`src/rtl/mos6502s_stack_sequencer.sv`:
```
// mos6502s_stack_sequencer: sequences 0..3-byte page-1 stack pushes/pulls (start/op/count/push_data in; sp_inc/sp_dec, mem_* bus, busy/done/pull_data out)
module mos6502s_stack_sequencer (
  input  logic        clk,
  input  logic        rst,
  input  logic        start,
  input  logic        op,
  input  logic [1:0]  count,
  input  logic [23:0] push_data,
  input  logic        rdy,
  input  logic [15:0] sp_addr,
  input  logic [15:0] sp_addr_plus1,
  input  logic [7:0]  mem_rdata,
  output logic        sp_inc,
  output logic        sp_dec,
  output logic [15:0] mem_addr,
  output logic        mem_we,
  output logic [7:0]  mem_wdata,
  output logic        mem_re,
  output logic        busy,
  output logic        done,
  output logic [23:0] pull_data
);
  typedef enum logic [1:0] {IDLE, PUSH, PULL, DRAIN} state_t;
  state_t state, state_n;
  logic [1:0] cnt, idx, cap;
  logic [23:0] sh;
  logic pend, accept, issue, last, done_n;
  always_comb begin
    accept = state == IDLE && start && !done;
    issue = rdy && (state == PUSH || state == PULL);
    last = issue && idx == cnt - 2'd1;
    state_n = state == IDLE ? (accept && count != 2'd0 ? (op ? PULL : PUSH) : IDLE)
            : state == DRAIN ? IDLE
            : last ? (state == PULL ? DRAIN : IDLE) : state;
    done_n = (accept && count == 2'd0) || (last && state == PUSH) || state == DRAIN;
    mem_we = issue && state == PUSH;
    mem_re = issue && state == PULL;
    sp_dec = mem_we;
    sp_inc = mem_re;
    mem_addr = mem_we ? sp_addr : mem_re ? sp_addr_plus1 : 16'h0;
    mem_wdata = mem_we ? sh[23:16] : 8'h0;
    busy = state != IDLE;
  end
  always_ff @(posedge clk or posedge rst)
    if (rst) begin
      state <= IDLE;
      done <= 1'b0;
    end else begin
      state <= state_n;
      done <= done_n;
    end
  always_ff @(posedge clk or posedge rst)
    if (rst) begin
      cnt <= 2'd0;
      idx <= 2'd0;
      cap <= 2'd0;
      sh <= 24'h0;
      pend <= 1'b0;
      pull_data <= 24'h0;
    end else begin
      pend <= mem_re;
      if (pend) begin
        pull_data[{cap, 3'b000} +: 8] <= mem_rdata;
        cap <= cap + 2'd1;
      end
      if (issue) begin
        idx <= idx + 2'd1;
        sh <= sh << 8;
      end
      if (accept) begin
        cnt <= count;
        idx <= 2'd0;
        cap <= 2'd0;
        sh <= push_data << {2'd3 - count, 3'b000};
        if (op && count != 2'd0) pull_data <= 24'h0;
      end
    end
endmodule

```
`config.mk`:
```
export PLATFORM = sky130hd
export DESIGN_NAME = mos6502s_stack_sequencer
export DESIGN_NICKNAME = d
export VERILOG_FILES = /design/src/rtl/mos6502s_stack_sequencer.sv
export SDC_FILE = /design/constraint.sdc
export NUM_CORES = 1
export LEC_CHECK = 0
export ABC_AREA = 1
export CORE_AREA = 5 5 91 127
export DETAILED_ROUTE_END_ITERATION = 8
export DIE_AREA = 0 0 96 132
export HOLD_SLACK_MARGIN = 0.1
export MAX_ROUTING_LAYER = met4
export PLACE_DENSITY = 0.67
export REMOVE_ABC_BUFFERS = 1
export SYNTH_ARGS = -nofsm -noshare
export SYNTH_HDL_FRONTEND = slang
export SYNTH_SLANG_ARGS = --single-unit
```
`constraint.sdc`:
```
create_clock -name clk -period 2.8 [get_ports clk]
set_input_delay 0.84 -clock clk [delete_from_list [all_inputs] [get_ports clk]]
set_output_delay 0.84 -clock clk [all_outputs]
set_load 0.01 [all_outputs]
```
## After elaboration in Yosys (flattened, before gate mapping)

Cells that the tools add are included.

| storage, ports and cells | value |
|---|---|
| flip-flop bits (word level) | 58 |

| cells by class | value |
|---|---|
| shifts and indexed selects | 3 |
| equal/unequal tests | 4 |
| $add $sub $neg | 5 |
| reductions and logical operators | 21 |
| multiplexer cells | 19 |

Operators with widths:

| cell | number |
|---|---|
| $mux W24 | 5 |
| $mux W16 | 2 |
| $bwmux W24 | 1 |
| $shift A8 B7 Y24 const A | 1 |
| $shiftx A8 B7 Y24 | 1 |
| $shl A24 B5 Y24 | 1 |
| $mux W2 | 10 |
| $logic_and A1 B1 Y1 | 10 |
| $mux W8 | 1 |
| $reduce_bool A2 Y1 | 4 |
| $neg A5 Y7 | 1 |
| $add A2 B1 Y2 const B | 2 |
| $eq A2 B2 Y1 const B | 2 |
| $logic_not A2 Y1 | 2 |
| $logic_or A1 B1 Y1 | 3 |
| $reduce_bool A3 Y1 | 1 |
| $eq A2 B1 Y1 const B | 1 |
| $eq A2 B2 Y1 | 1 |
| $sub A2 B1 Y2 const B | 1 |
| $sub A2 B2 Y2 const A | 1 |
| $logic_not A1 Y1 | 1 |

## Logic depth before layout (Yosys ltp)

| logic depth | value |
|---|---|
| depth in word-level cells | 7 |
| gate-level depth with buffers | 9 |
| depth with buffers taken out | 8 |

## Worst setup path after synthesis

No wires, ideal clock.

| timing path | value |
|---|---|
| path kind | input to output |
| start | input rdy |
| end | output sp_dec |
| path buffers | 2 |
| setup slack | 0.496 ns |
| stages | 4 |
| arrival | 1.464 ns |
| required time | 1.960 ns |
| path through | nand2_2 -> clkinv_1 -> buf_2 -> buf_4 |

| between the ends | value |
|---|---|
| cells in the longest elaborated chain, start to end | 2 |

RTL lines:

| element | line | text |
|---|---|---|
| start, declared | 9 | `input logic rdy,` |
| $logic_and A1 B1 Y1 | 30 | `issue = rdy && (state == PUSH \|\| state == PULL);` |
| $logic_and A1 B1 Y1 | 36 | `mem_we = issue && state == PUSH;` |
| end, declared | 14 | `output logic sp_dec,` |

No other way between the ends.

## Worst setup path after layout

| timing path | value |
|---|---|
| start | input rdy |
| end | output mem_addr[6] |

| between the ends | value |
|---|---|
| cells in the longest elaborated chain, start to end | 4 |
| elaborated cells between the ends (all ways) | 5 |
| those cells by class | mux (2); reduce/logical (3) |

RTL lines:

| element | line | text |
|---|---|---|
| $logic_and A1 B1 Y1 * | 30 |  |
| $logic_and A1 B1 Y1 | 37 | `mem_re = issue && state == PULL;` |
| $mux W16 | 40 | `mem_addr = mem_we ? sp_addr : mem_re ? sp_addr_plus1 : 16'h0;` |
| $mux W16 * | 40 |  |
| end, declared | 15 | `output logic [15:0] mem_addr,` |

Mark *: on every way between the ends. The rest lies on a longest branch, timed or not.

==> results.md <==
- Status: finished clean
- Largest net degree at the start of global routing: 59
- Family with the most delay on the worst path: buffers and inverters
- First-pass GRT wire length: 16,360 um
- DP Wirelength: 7630 um
- Synthesized area: 3483 um^2
- Hold Fails Final Rpt: 0
- Slew headroom: 0.7071
- RSZ-0062 raised after global routing: no
- Clk_lat worst skew: 330 ps
- Hold Path Depth: 2
- Final instance area: 5164 um^2
- Gpl congestion: 0.8230
- Reg-to-reg endpoint: sh[1]$_DFFE_PP0P_
- Commonest non-fill, non-tap cells in the layout: nand2_1, clkdlybuf4s50_1, dfrtp_1
- Core area: 10,240 um^2
- Top cell by count, worst path: nand2_1
- Final net count: 681
- Crit path buf inv count: 4
- Clk root buf: clkbuf_16
- R2r setup slk: 920 ps
- Reg2Reg Depth: 9
- Routed vias: 3,423
- Netlist cell types: 32
- Worst path depth: 7
- Initial Utilization: 0.3402
- DP Area: 4912 um^2
- Final worst-path cycle share: 0.9696
- Crit path from: rdy
- Die X: 96 um
- Die height: 132 um
- Critical R2R Launch: state[0]$_DFFE_PP0P_
- Post-Synth Simple-Gate Area: 0.3283
- Sequential fraction of the synthesis area: 0.4167
- DRC viols: 0
- CTS tree: done
- Multiplexer share of the synthesized area: 0
- Drt via density: 4.619
- CP arrival: 1870 ps
- Largest family of logic cells by synthesized area: simple AND/OR/NAND/NOR gates
- Synth area leader: dfrtp_1
- Die Footprint: 12,670 um^2
- Iteration-0 DRC Markers: 138
- # rows: 44
- Power per cell area: 736.3 nW/um^2
- Avg Cell Area, Syn: 7.364 um^2
- Post-route ant nets: 0
- Critical path class: in -> out
- WL/cell: 13.55 um
- Final WS setup: 85.07 ps
- Clk_skew: 4.119 ps
- IO Pins: 125
- Critical-path top delay cell: dlygate4sd2_1
- Fmax: 0.3683 GHz
- Most common cell after layout, fill and taps aside: nand2_1
- GRT Overall Usage: 0.1684
- I/O Buffers: 124
- Minimum clock period: 2715 ps
- Diode count: 0
- Synth top area share: 0.4167
- Synth Area in Adders: 0.02874
- Syn Inst Count: 473
- Worst Setup EP: mem_addr[6]
- CP Launch Type: primary input
- Post-synthesis compound-gate area fraction: 0.1210
- Pins over their slew limit: 0
- Vias in the first global route: 3,455
- Lkg Pwr: 2.626 nW
- Cell-by-cell trace of the critical path: clkdlybuf4s15_2, nand2_2, clkinv_1, buf_12, nand2_1, nand2_1, dlygate4sd2_1
- GRT overflow: 0
- Maxcap violations: 0
- CTS Sinks: 58
- Share of cells above drive strength 1: 0.09784
- Total power: 3.802 mW
- Critical Path RT: 1960 ps
- Ys Warns: 0
- Cts hold-fix bufs: 0
- Crit Path Max Fanout: 18
- Worst min-delay path category: reg -> reg
- Pre-CTS setup slack: -529.4 ps
- Top post-synthesis cells by area: dfrtp_1, nand2_1, nand3_1
- Final setup viols: 0
- CP peak stage delay: 280 ps
- Pre-Repair DR Iteration Count: 5
- Area grow syn2layout: 48.24%
- Max IR drop VDD: 0.4041 mV
- FF+latch count, synth: 58
- CTS buffer count: 9
- Clock buffer depth: 2
- Xor/xnor share of the synthesized area: 0.002514
- Reg clk slew, reported paths: 50 ps
- WL final: 10,040 um
- Worst setup EP type: output port
- Htree depth: 3
- Initial antenna violation count: 0
- Least-Margin Pin Slew: 437.8 ps
[power by group]
| group | switching [mW] | internal [mW] |
|---|---|---|
| Clock | 0.339 | 0.648 |
| Sequential | 0.131 | 1.09 |
| Combinational | 0.888 | 0.706 |
| Total | 1.36 | 2.44 |
[per-stage QoR]
stage                     hold slack (ps)  TNS (ps)  std cells  utilization
final                               473.9         0        741       0.5043
after global routing                503.8         0        741       0.5043
after CTS                           480.1         0        741       0.5043
after detailed placement            466.6    -13290        727       0.4797
after global placement              464.1    -12930        727       0.4797
after floorplan                     446.5         0        452            -
[cells by family (layout without fill, tap and decap cells)]
group,Yosys count,in the layout
adders and majority gates,8,8
buffers and inverters,79,209
xor gates and xnor gates,1,1
AOI/OAI and AO/OA,71,71
and+or+nand+nor,256,256
DFF,58,58
[worst register-to-register path: cells and delay by family (launching register included)]
kind | cells | cell delay (ps)
DFF | 1 | 380
AOI/OAI and AO/OA | 1 | 60
adders and majority gates | 1 | 330
and+or+nand+nor | 3 | 410
buffers and inverters | 4 | 590
[metal layers]
layer  routed length (um)  share of wire  global-route usage
met1                 3970           0.40              0.1931
met2                 5241           0.52              0.2770
met3                  544          0.054             0.04112
met4                  280          0.028             0.06646
met5                    0              0                   -
[cell type report]
cell class              instances  area (um^2)
fillers                      1030         5076
multi-input cells             336         1674
flip-flops and latches         58         1451
repair buffers                139         1374
clock buffers                  12        266.5
inverters                      58        225.2
well taps                     138        172.7
[sequential cells by signal (all words and copies together), names as in the netlist]
signal,count
cap,2
cnt,2
done,1
idx,2
pend,1
pull_data,24
sh,24
state,2
[worst min-delay path by stage]
stage | endpoint | from | slack (ps)
floorplan | sh[1]$_DFFE_PP0P_ | sh[1]$_DFFE_PP0P_ | 450
global placement | sh[1]$_DFFE_PP0P_ | sh[1]$_DFFE_PP0P_ | 460
detailed placement | sh[23]$_DFFE_PP0P_ | sh[23]$_DFFE_PP0P_ | 470
CTS | sh[23]$_DFFE_PP0P_ | sh[23]$_DFFE_PP0P_ | 480
global route | sh[21]$_DFFE_PP0P_ | sh[21]$_DFFE_PP0P_ | 500
finish | sh[23]$_DFFE_PP0P_ | sh[23]$_DFFE_PP0P_ | 470
[Yosys cell counts (all sizes together)]
cell type and number:
a21oi 14, a31oi 1, clkbuf 2, nor2 21, o31ai 1, inv 56
clkinv 2, buf 19, dfrtp 58, nand3b 4, xnor2 1, a22oi 7
ha 8, and3 1, nand3 43, o211ai 6, nand2 179, o21ai 42
nand4 8
[what timing repair did]
action / in CTS / in global routing
gates resized for setup: 32 / 0
setup buffers: 2 / 0
setup endpoints to repair: 28 / 0
Note: power is estimated with default switching activity, not from simulation.
